File: src/rtl/rv32_pipe_pkg.sv
// rv32_pipe_pkg: shared pipeline-control types and constants.
//   pipeState_t : hazard controller FSM state encoding
//   REG_X0      : architectural zero register index
package rv32_pipe_pkg;
    typedef enum logic [1:0] {
        RUN      = 2'd0,
        MEM_WAIT = 2'd1,
        ERROR    = 2'd2
    } pipeState_t;
    localparam logic [4:0] REG_X0 = 5'd0;
endpackage

File: src/rtl/load_use_detect.sv
// load_use_detect: combinational load-use hazard detection.
//   in  idex_MemRead, idex_writeRegister    : load in EX and its rd
//   in  ifid_readRegister1/2, ifid_usesRs1/2 : ID sources and whether they are read
//   in  ifid_isStore                         : ID instruction is a store
//   out loadUse                              : stall needed
module load_use_detect
    import rv32_pipe_pkg::*;
(
    input  logic       idex_MemRead,
    input  logic [4:0] idex_writeRegister,
    input  logic [4:0] ifid_readRegister1,
    input  logic [4:0] ifid_readRegister2,
    input  logic       ifid_usesRs1,
    input  logic       ifid_usesRs2,
    input  logic       ifid_isStore,
    output logic       loadUse
);
    logic m1, m2;
    assign m1 = ifid_usesRs1 && (ifid_readRegister1 == idex_writeRegister);
    assign m2 = ifid_usesRs2 && (ifid_readRegister2 == idex_writeRegister);
    // store data on rs2 is covered by load-to-store forwarding
    assign loadUse = idex_MemRead && (idex_writeRegister != REG_X0) && (m1 || (m2 && !ifid_isStore));
endmodule

File: src/rtl/pipeline_hazard_ctrl.sv
// pipeline_hazard_ctrl: stall/flush controller for the 5-stage pipeline.
//   in  clk, rst_n (async, active-low)
//   in  idex_*, ifid_*       : hazard inputs from EX and ID
//   in  ex_branchTaken       : redirect from EX
//   in  exmem_memAccess, dmem_ready : data-memory handshake
//   out pc_write, ifid_write, idex_write, exmem_write : register enables
//   out ifid_flush, idex_flush, memwb_bubble           : bubble inserts
//   out mem_timeout          : sticky data-memory timeout flag
//   out stall_cycles, flush_count : saturating performance counters
module pipeline_hazard_ctrl
    import rv32_pipe_pkg::*;
#(
    parameter int TIMEOUT = 255,
    parameter int CNT_W   = 16
) (
    input  logic             clk,
    input  logic             rst_n,
    input  logic             idex_MemRead,
    input  logic [4:0]       idex_writeRegister,
    input  logic [4:0]       ifid_readRegister1,
    input  logic [4:0]       ifid_readRegister2,
    input  logic             ifid_usesRs1,
    input  logic             ifid_usesRs2,
    input  logic             ifid_isStore,
    input  logic             ex_branchTaken,
    input  logic             exmem_memAccess,
    input  logic             dmem_ready,
    output logic             pc_write,
    output logic             ifid_write,
    output logic             idex_write,
    output logic             exmem_write,
    output logic             ifid_flush,
    output logic             idex_flush,
    output logic             memwb_bubble,
    output logic             mem_timeout,
    output logic [CNT_W-1:0] stall_cycles,
    output logic [CNT_W-1:0] flush_count
);
    localparam int CW = $clog2(TIMEOUT + 2);

    pipeState_t state, nextState;
    logic [CW-1:0] waitCnt, waitNext;
    logic loadUse, mw, active, doWait, doFlush, doStall;

    load_use_detect luDetect (
        .idex_MemRead       (idex_MemRead),
        .idex_writeRegister (idex_writeRegister),
        .ifid_readRegister1 (ifid_readRegister1),
        .ifid_readRegister2 (ifid_readRegister2),
        .ifid_usesRs1       (ifid_usesRs1),
        .ifid_usesRs2       (ifid_usesRs2),
        .ifid_isStore       (ifid_isStore),
        .loadUse            (loadUse)
    );

    assign mw      = exmem_memAccess && !dmem_ready;
    // reset forces every control output low
    assign active  = rst_n && (state != ERROR);
    assign doWait  = active && mw;
    assign doFlush = active && !mw && ex_branchTaken;
    assign doStall = active && !mw && !ex_branchTaken && loadUse;

    assign pc_write     = active && !mw && !doStall;
    assign ifid_write   = pc_write;
    assign idex_write   = active && !mw;
    assign exmem_write  = idex_write;
    assign ifid_flush   = doFlush;
    assign idex_flush   = doFlush || doStall;
    assign memwb_bubble = doWait;

    // the RUN cycle that first sees mw counts as wait cycle one
    assign waitNext = ((state == MEM_WAIT) ? waitCnt : CW'(0)) + CW'(1);

    always_comb begin
        nextState = state;
        if (state != ERROR)
            nextState = !mw ? RUN : (waitNext >= CW'(TIMEOUT)) ? ERROR : MEM_WAIT;
    end

    always_ff @(posedge clk or negedge rst_n) begin
        if (!rst_n) begin
            state        <= RUN;
            waitCnt      <= '0;
            mem_timeout  <= 1'b0;
            stall_cycles <= '0;
            flush_count  <= '0;
        end else begin
            state        <= nextState;
            waitCnt      <= (mw && state != ERROR) ? waitNext : '0;
            mem_timeout  <= mem_timeout || (nextState == ERROR);
            stall_cycles <= ((doWait || doStall) && !(&stall_cycles)) ? stall_cycles + 1'b1 : stall_cycles;
            flush_count  <= (doFlush && !(&flush_count)) ? flush_count + 1'b1 : flush_count;
        end
    end
endmodule

File: config.mk
export PLATFORM = sky130hd
export DESIGN_NAME = pipeline_hazard_ctrl
export DESIGN_NICKNAME = d
export VERILOG_FILES = /design/src/rtl/rv32_pipe_pkg.sv /design/src/rtl/load_use_detect.sv /design/src/rtl/pipeline_hazard_ctrl.sv
export SDC_FILE = /design/constraint.sdc
export NUM_CORES = 1
export LEC_CHECK = 0
export CORE_ASPECT_RATIO = 0.6
export CORE_MARGIN = 2
export CORE_UTILIZATION = 44
export DETAILED_ROUTE_END_ITERATION = 8
export GPL_TIMING_DRIVEN = 1
export PLACE_DENSITY = 0.76
export RECOVER_POWER = 50
export SLEW_MARGIN = 20
export SYNTH_ARGS = -nofsm -noshare
export SYNTH_HDL_FRONTEND = slang
export SYNTH_SLANG_ARGS = --single-unit
File: constraint.sdc
create_clock -name clk -period 2.15 [get_ports clk]
set_clock_uncertainty 0.1 [all_clocks]
set_input_delay 0.3225 -clock clk [delete_from_list [all_inputs] [get_ports clk]]
set_output_delay 0.3225 -clock clk [all_outputs]
set_load 0.02 [all_outputs]
Word-level counts from Yosys, hierarchy flattened
Index checks and enable logic that the tools add are counted.

Register bits after elaboration: 44. Logic and storage cells: 49.

Add/subtract/negate cells: 3. Reduce and logical (&&, ||, !) cells: 30. Magnitude comparators: 1. Equal/unequal tests: 5. Multiplexer cells: 5.

Operators by type and width (number): adder 16 x 1 -> 16 bit (second input constant) (2); AND reduction 16 bit (2); two-way mux 9 bit (2); logical AND 1 bit (16); equality test 5 bit (2); adder 9 x 1 -> 9 bit (second input constant) (1); >= comparator 9 x 8 -> 1 bit (second input constant) (1); logical NOT 1 bit (7); two-way mux 2 bit (3); nonzero test 5 bit (1); logical OR 1 bit (4); equality test 2 x 1 -> 1 bit (second input constant) (1); equality test 2 bit (second input constant) (1); != test 2 bit (second input constant) (1).

Logic depth before layout (Yosys ltp)
Word-level depth: 9. Gate-level depth with buffers: 10. Gate-level depth less buffers: 10.

Hierarchy
A second synthesis with hierarchy kept.

Cell total of the unflattened synthesis: 259. Area, all modules: 2688.8 um^2.

Modules (own cells, without submodules): pipeline_hazard_ctrl (instances 1, area each 2544.9 um^2, cells each 242, sequential area each 1101.1 um^2); load_use_detect (instances 1, area each 143.9 um^2, cells each 17, sequential area each 0.0 um^2).

Worst setup path before layout
OpenSTA, ideal clock, no wires.

Path type: register to register. From: register state[1]. To: register mem_timeout. Cell stages (with the launch flop): 10. Clock period less this slack: 2.238 ns. Slack: -0.088 ns. Buffers on the path: 0. Arrival time: 2.014 ns. Cell sequence: dfrtp_1 > nor2b_1 > and2_1 > ha_1 > and4_1 > nand4_1 > xnor2_1 > a31oi_1 > o21ai_0 > or2_1.

Longest elaborated chain between the ends: 9.

RTL lines: start, declared (RTL line pipeline_hazard_ctrl.sv:41) `pipeState_t state, nextState;`; start signal, assigned (RTL line pipeline_hazard_ctrl.sv:88) `state <= nextState;`; equality test 2 x 1 -> 1 bit (RTL line pipeline_hazard_ctrl.sv:72) `assign waitNext = ((state == MEM_WAIT) ? waitCnt : CW'(0)) + CW'(1);`; two-way mux 9 bit (RTL line pipeline_hazard_ctrl.sv:72); adder 9 x 1 -> 9 bit (RTL line pipeline_hazard_ctrl.sv:72); >= comparator 9 x 8 -> 1 bit (RTL line pipeline_hazard_ctrl.sv:77) `nextState = !mw ? RUN : (waitNext >= CW'(TIMEOUT)) ? ERROR : MEM_WAIT;`; two-way mux 2 bit (2 in series) (RTL line pipeline_hazard_ctrl.sv:77); two-way mux 2 bit * (RTL line pipeline_hazard_ctrl.sv:76) `if (state != ERROR)`; via nextState[1] (RTL line pipeline_hazard_ctrl.sv:41); equality test 2 bit * (RTL line pipeline_hazard_ctrl.sv:90) `mem_timeout <= mem_timeout || (nextState == ERROR);`; logical OR 1 bit * (RTL line pipeline_hazard_ctrl.sv:90); end signal, assigned (RTL line pipeline_hazard_ctrl.sv:90); end, declared (RTL line pipeline_hazard_ctrl.sv:35) `output logic mem_timeout,`.

Mark *: on every way through the listed nets, which the timed path passes. The rest lies on a longest branch. A chain may end at the register's enable or synchronous reset.

Worst setup path after layout
Ends and elaborated chain as after synthesis.

==> results_dict.tcl <==
set metrics [dict create \
    seq_area_frac_synth_pct 45.67 \
    synth-main-ff-cell "sky130_fd_sc_hd__dfrtp_1" \
    initial_utilization_pct 46.55 \
    worst_ir_drop_vdd_mv 0.2158 \
    insertedDiodeCount 0 \
    antenna_left 0 \
    gp_routability_congestion 0.7974 \
    port-buffer-count 63 \
    first_global_vias 1979 \
    wire_length_of_the_first_global_routing_pass_mm 9.556 \
    outcome "finished with violations" \
    yosys_register_bits 44 \
    fin_nets 367 \
    detailroute.via_count 2085 \
    r2r_setup_slack_ns -0.004 \
    drt-vias-per-instance 5.148 \
    worst_skew_pair.late_latency_ns 0.30 \
    maxSlewHeadroom_pct 29.18 \
    die_h_microns 61.34 \
    finalCriticalPeriod_ns 2.154 \
    hold-worst-slack_ns 0.3729 \
    design.die.area_sq_mm 0.006107 \
    drt_iter0_drc 125 \
    timing.hold.worst.class "reg -> reg" \
    postSynthNetCount 257 \
    synth_async_sr_flop_share_pct 100.0 \
    timing_max_transition_violations_final 0 \
    post_synth_instance_area_sq_mm 0.002411 \
    post-route-period-util_pct 100.2 \
    areaGrowthSynthToFinish_pct 50.80 \
    max_slew.worst_pin.slew_ns 1.062 \
    timing.reg2reg.worst_path_depth 9 \
    max_freq_mhz 464.2 \
    cts_buffer_depth 2 \
    io_pins 64 \
    number_of_enable_flip_flop_cells_after_synthesis 0 \
    grt_antenna_before_repair 0 \
    cts_root_buf "sky130_fd_sc_hd__clkbuf_8" \
    rr_startpoint "state[1]" \
    worstHoldStart "mem_timeout" \
    worst-endpoint-required_ns 2.24 \
    grt_start_max_net_pins 44 \
    timing.setup.tns_ns -0.004121 \
    most_common_cell_after_layout_fill_and_taps_aside "sky130_fd_sc_hd__clkdlybuf4s50_1" \
    postSynthCellCount 229 \
    tritoncts_num_sinks 44 \
    cts_htree_levels 2 \
    total_grt_overflow 0 \
    rr_endpoint "mem_timeout" \
    finalSetupViolCount 1 \
    arrival_time_at_the_worst_endpoint_ns 2.24 \
    finalHoldViolations 0 \
    netlist-cell-type-count 45 \
    postPlaceCellArea_sq_mm 0.003341 \
    core.rowCount 20 \
    cts.reportedPaths.clkPinSlew_ns 0.08 \
    timing.hold.worst_endpoint "mem_timeout" \
    syn_avg_cell_area_sq_um 10.53 \
    cellLeakagePower_nw 1.706 \
    drc 0 \
    yosys_warnings 0 \
    finish.cell_count_without_fillers 405 \
    postLayoutCoreUtil_pct 70.19 \
    post-route-worst-setup-slack_ns -0.004121 \
    post_drt_wl_per_cell_microns 14.67 \
    failing_checks "setup timing" \
    die_w_microns 99.57 \
    detailedRoute.firstPassIterationCount 4 \
    rsz0062_at_grt "true" \
    power_density_mw_per_mm2 392.9 \
    path_class "reg -> reg" \
    most-common-layout-cells "48 x sky130_fd_sc_hd__clkdlybuf4s50_1, 44 x sky130_fd_sc_hd__dfrtp_1, 39 x sky130_fd_sc_hd__buf_4" \
    tritoncts "yes" \
    dp.cells 387 \
    core-area_sq_mm 0.005180 \
    number_of_clock_buffers_inserted_by_tritoncts 5 \
    timing.critical_path.slowest_cell_delay_ns 0.43 \
    hpwlAfterDp_mm 4.346 \
    max-cap-violations 0 \
    critical_path_cell_by_cell "nor2b_4 -> and2_4 -> ha_4 -> a21oi_1 -> mux2_2 -> a21o_1 -> a31oi_2 -> o21ai_2 -> or2_1" \
    grt_util_all_layers_pct 20.20 \
    start_kind "register" \
    total_wire_length_after_detailed_routing_mm 5.943 \
    whs_path_depth 1 \
    final_layout_size_suffix_gt1_share_pct 25.66 \
    crit_fanout 5 \
    worst_path_max_delay_cell "sky130_fd_sc_hd__dfrtp_1" \
    timing.critical_path.to_type "register" \
    layout.cell_area.non_filler_sq_mm 0.003636 \
]
-- power breakdown --
part           internal, mW  total (mW)  switching, mW  leakage [nW]
logic                0.0586       0.103         0.0449          1.07
registers             0.827       0.827              0         0.594
clock network         0.221       0.499          0.277        0.0410
-- stage by stage --
stage | power [mW] | setup slack (ns)
after global routing | 1.492 | -0.1352
after CTS | 1.446 | -0.01235
final | 1.429 | -0.004121
after global placement | 0.9464 | -0.6082
after floorplan | 0.8681 | 0.01273
after detailed placement | 0.9480 | -0.6396
-- cells in the mapped netlist, types with 2 or more instances --
cell type / number / area share [%]
sky130_fd_sc_hd__and3_1: 5 / 1.3
sky130_fd_sc_hd__ha_1: 4 / 2.1
sky130_fd_sc_hd__inv_1: 5 / 0.78
sky130_fd_sc_hd__nor2b_1: 4 / 1.0
sky130_fd_sc_hd__and4_1: 3 / 1.1
sky130_fd_sc_hd__nor4_1: 3 / 0.78
sky130_fd_sc_hd__nand3_1: 14 / 2.9
sky130_fd_sc_hd__nand2_1: 20 / 3.1
sky130_fd_sc_hd__nor3_1: 9 / 1.9
sky130_fd_sc_hd__nand3b_1: 2 / 0.62
sky130_fd_sc_hd__nor4_2: 4 / 2.1
sky130_fd_sc_hd__xor2_1: 26 / 9.4
sky130_fd_sc_hd__nand3_2: 3 / 1.2
sky130_fd_sc_hd__nor2_1: 19 / 3.0
sky130_fd_sc_hd__a21oi_1: 3 / 0.62
sky130_fd_sc_hd__mux2_2: 2 / 0.93
sky130_fd_sc_hd__nor4b_1: 2 / 0.73
sky130_fd_sc_hd__dfrtp_1: 44 / 46
sky130_fd_sc_hd__buf_4: 3 / 0.93
sky130_fd_sc_hd__nand4_1: 9 / 2.3
sky130_fd_sc_hd__nor2_2: 2 / 0.52
sky130_fd_sc_hd__xnor2_1: 20 / 7.3
-- worst max path at each step --
stage | cells after the start | start | to | slack [ns]
finish | 9 | state[1] | mem_timeout | -0.004
global route | 11 | state[1] | mem_timeout | -0.14
CTS | 8 | state[1] | idex_flush | -0.01
detailed placement | 6 | idex_writeRegister[2] | ifid_write | -0.64
global placement | 6 | idex_writeRegister[2] | pc_write | -0.61
floorplan | 9 | state[1] | mem_timeout | 0.01
-- cells by family (layout without fill, tap and decap cells) --
| family | after synthesis | in the layout | share of synthesized area, % |
|---|---|---|---|
| buf+inv | 10 | 120 | 2.387 |
| fa+ha+maj | 4 | 4 | 2.076 |
| mux | 3 | 3 | 1.557 |
| compound gates | 12 | 12 | 4.411 |
| xor+xnor | 46 | 46 | 16.71 |
| flops | 44 | 44 | 45.67 |
| simple gates | 110 | 110 | 27.19 |
-- final cells by class --
cell class	instances	area, sq um
fill	407	1544
multi-input combinational	175	1386
sequential	44	1101
timing repair buffer	108	969.7
tap	66	82.58
clock buffer	6	72.57
inverter	5	18.77
clock inverter	1	5.005
-- worst max-delay path, delay by kind of cell, from the launching register on --
family	cells	cell delay, ns
compound gates	4	0.57
fa+ha+maj	1	0.15
flops	1	0.43
mux	1	0.26
simple gates	3	0.54
-- routing by layer --
| metal | wire (microns) | track usage [%] | vias to the layer above |
|---|---|---|---|
| met3 | 360 | 5.562 | 5 |
| met1 | 2890 | 29.11 | 994 |
| met2 | 2660 | 32.34 | 64 |
| met5 | 0 | 0 | - |
| li1 | - | - | 1022 |
| met4 | 31 | 1.761 | 0 |
-- sequential cells by signal (all words and copies together), names as in the netlist --
signal        cells
flush_count      16
mem_timeout       1
stall_cycles     16
state             2
waitCnt           9
-- timing repair --
item / in CTS / in global routing
pin swaps: 8 / 7
endpoints found under the hold margin: 1 / 0
gates resized for setup: 38 / 19
endpoints found under the setup margin: 26 / 15
hold buffers: 1 / 0
buffers inserted: 8 / 3
Power figures use the tool's default switching activity.
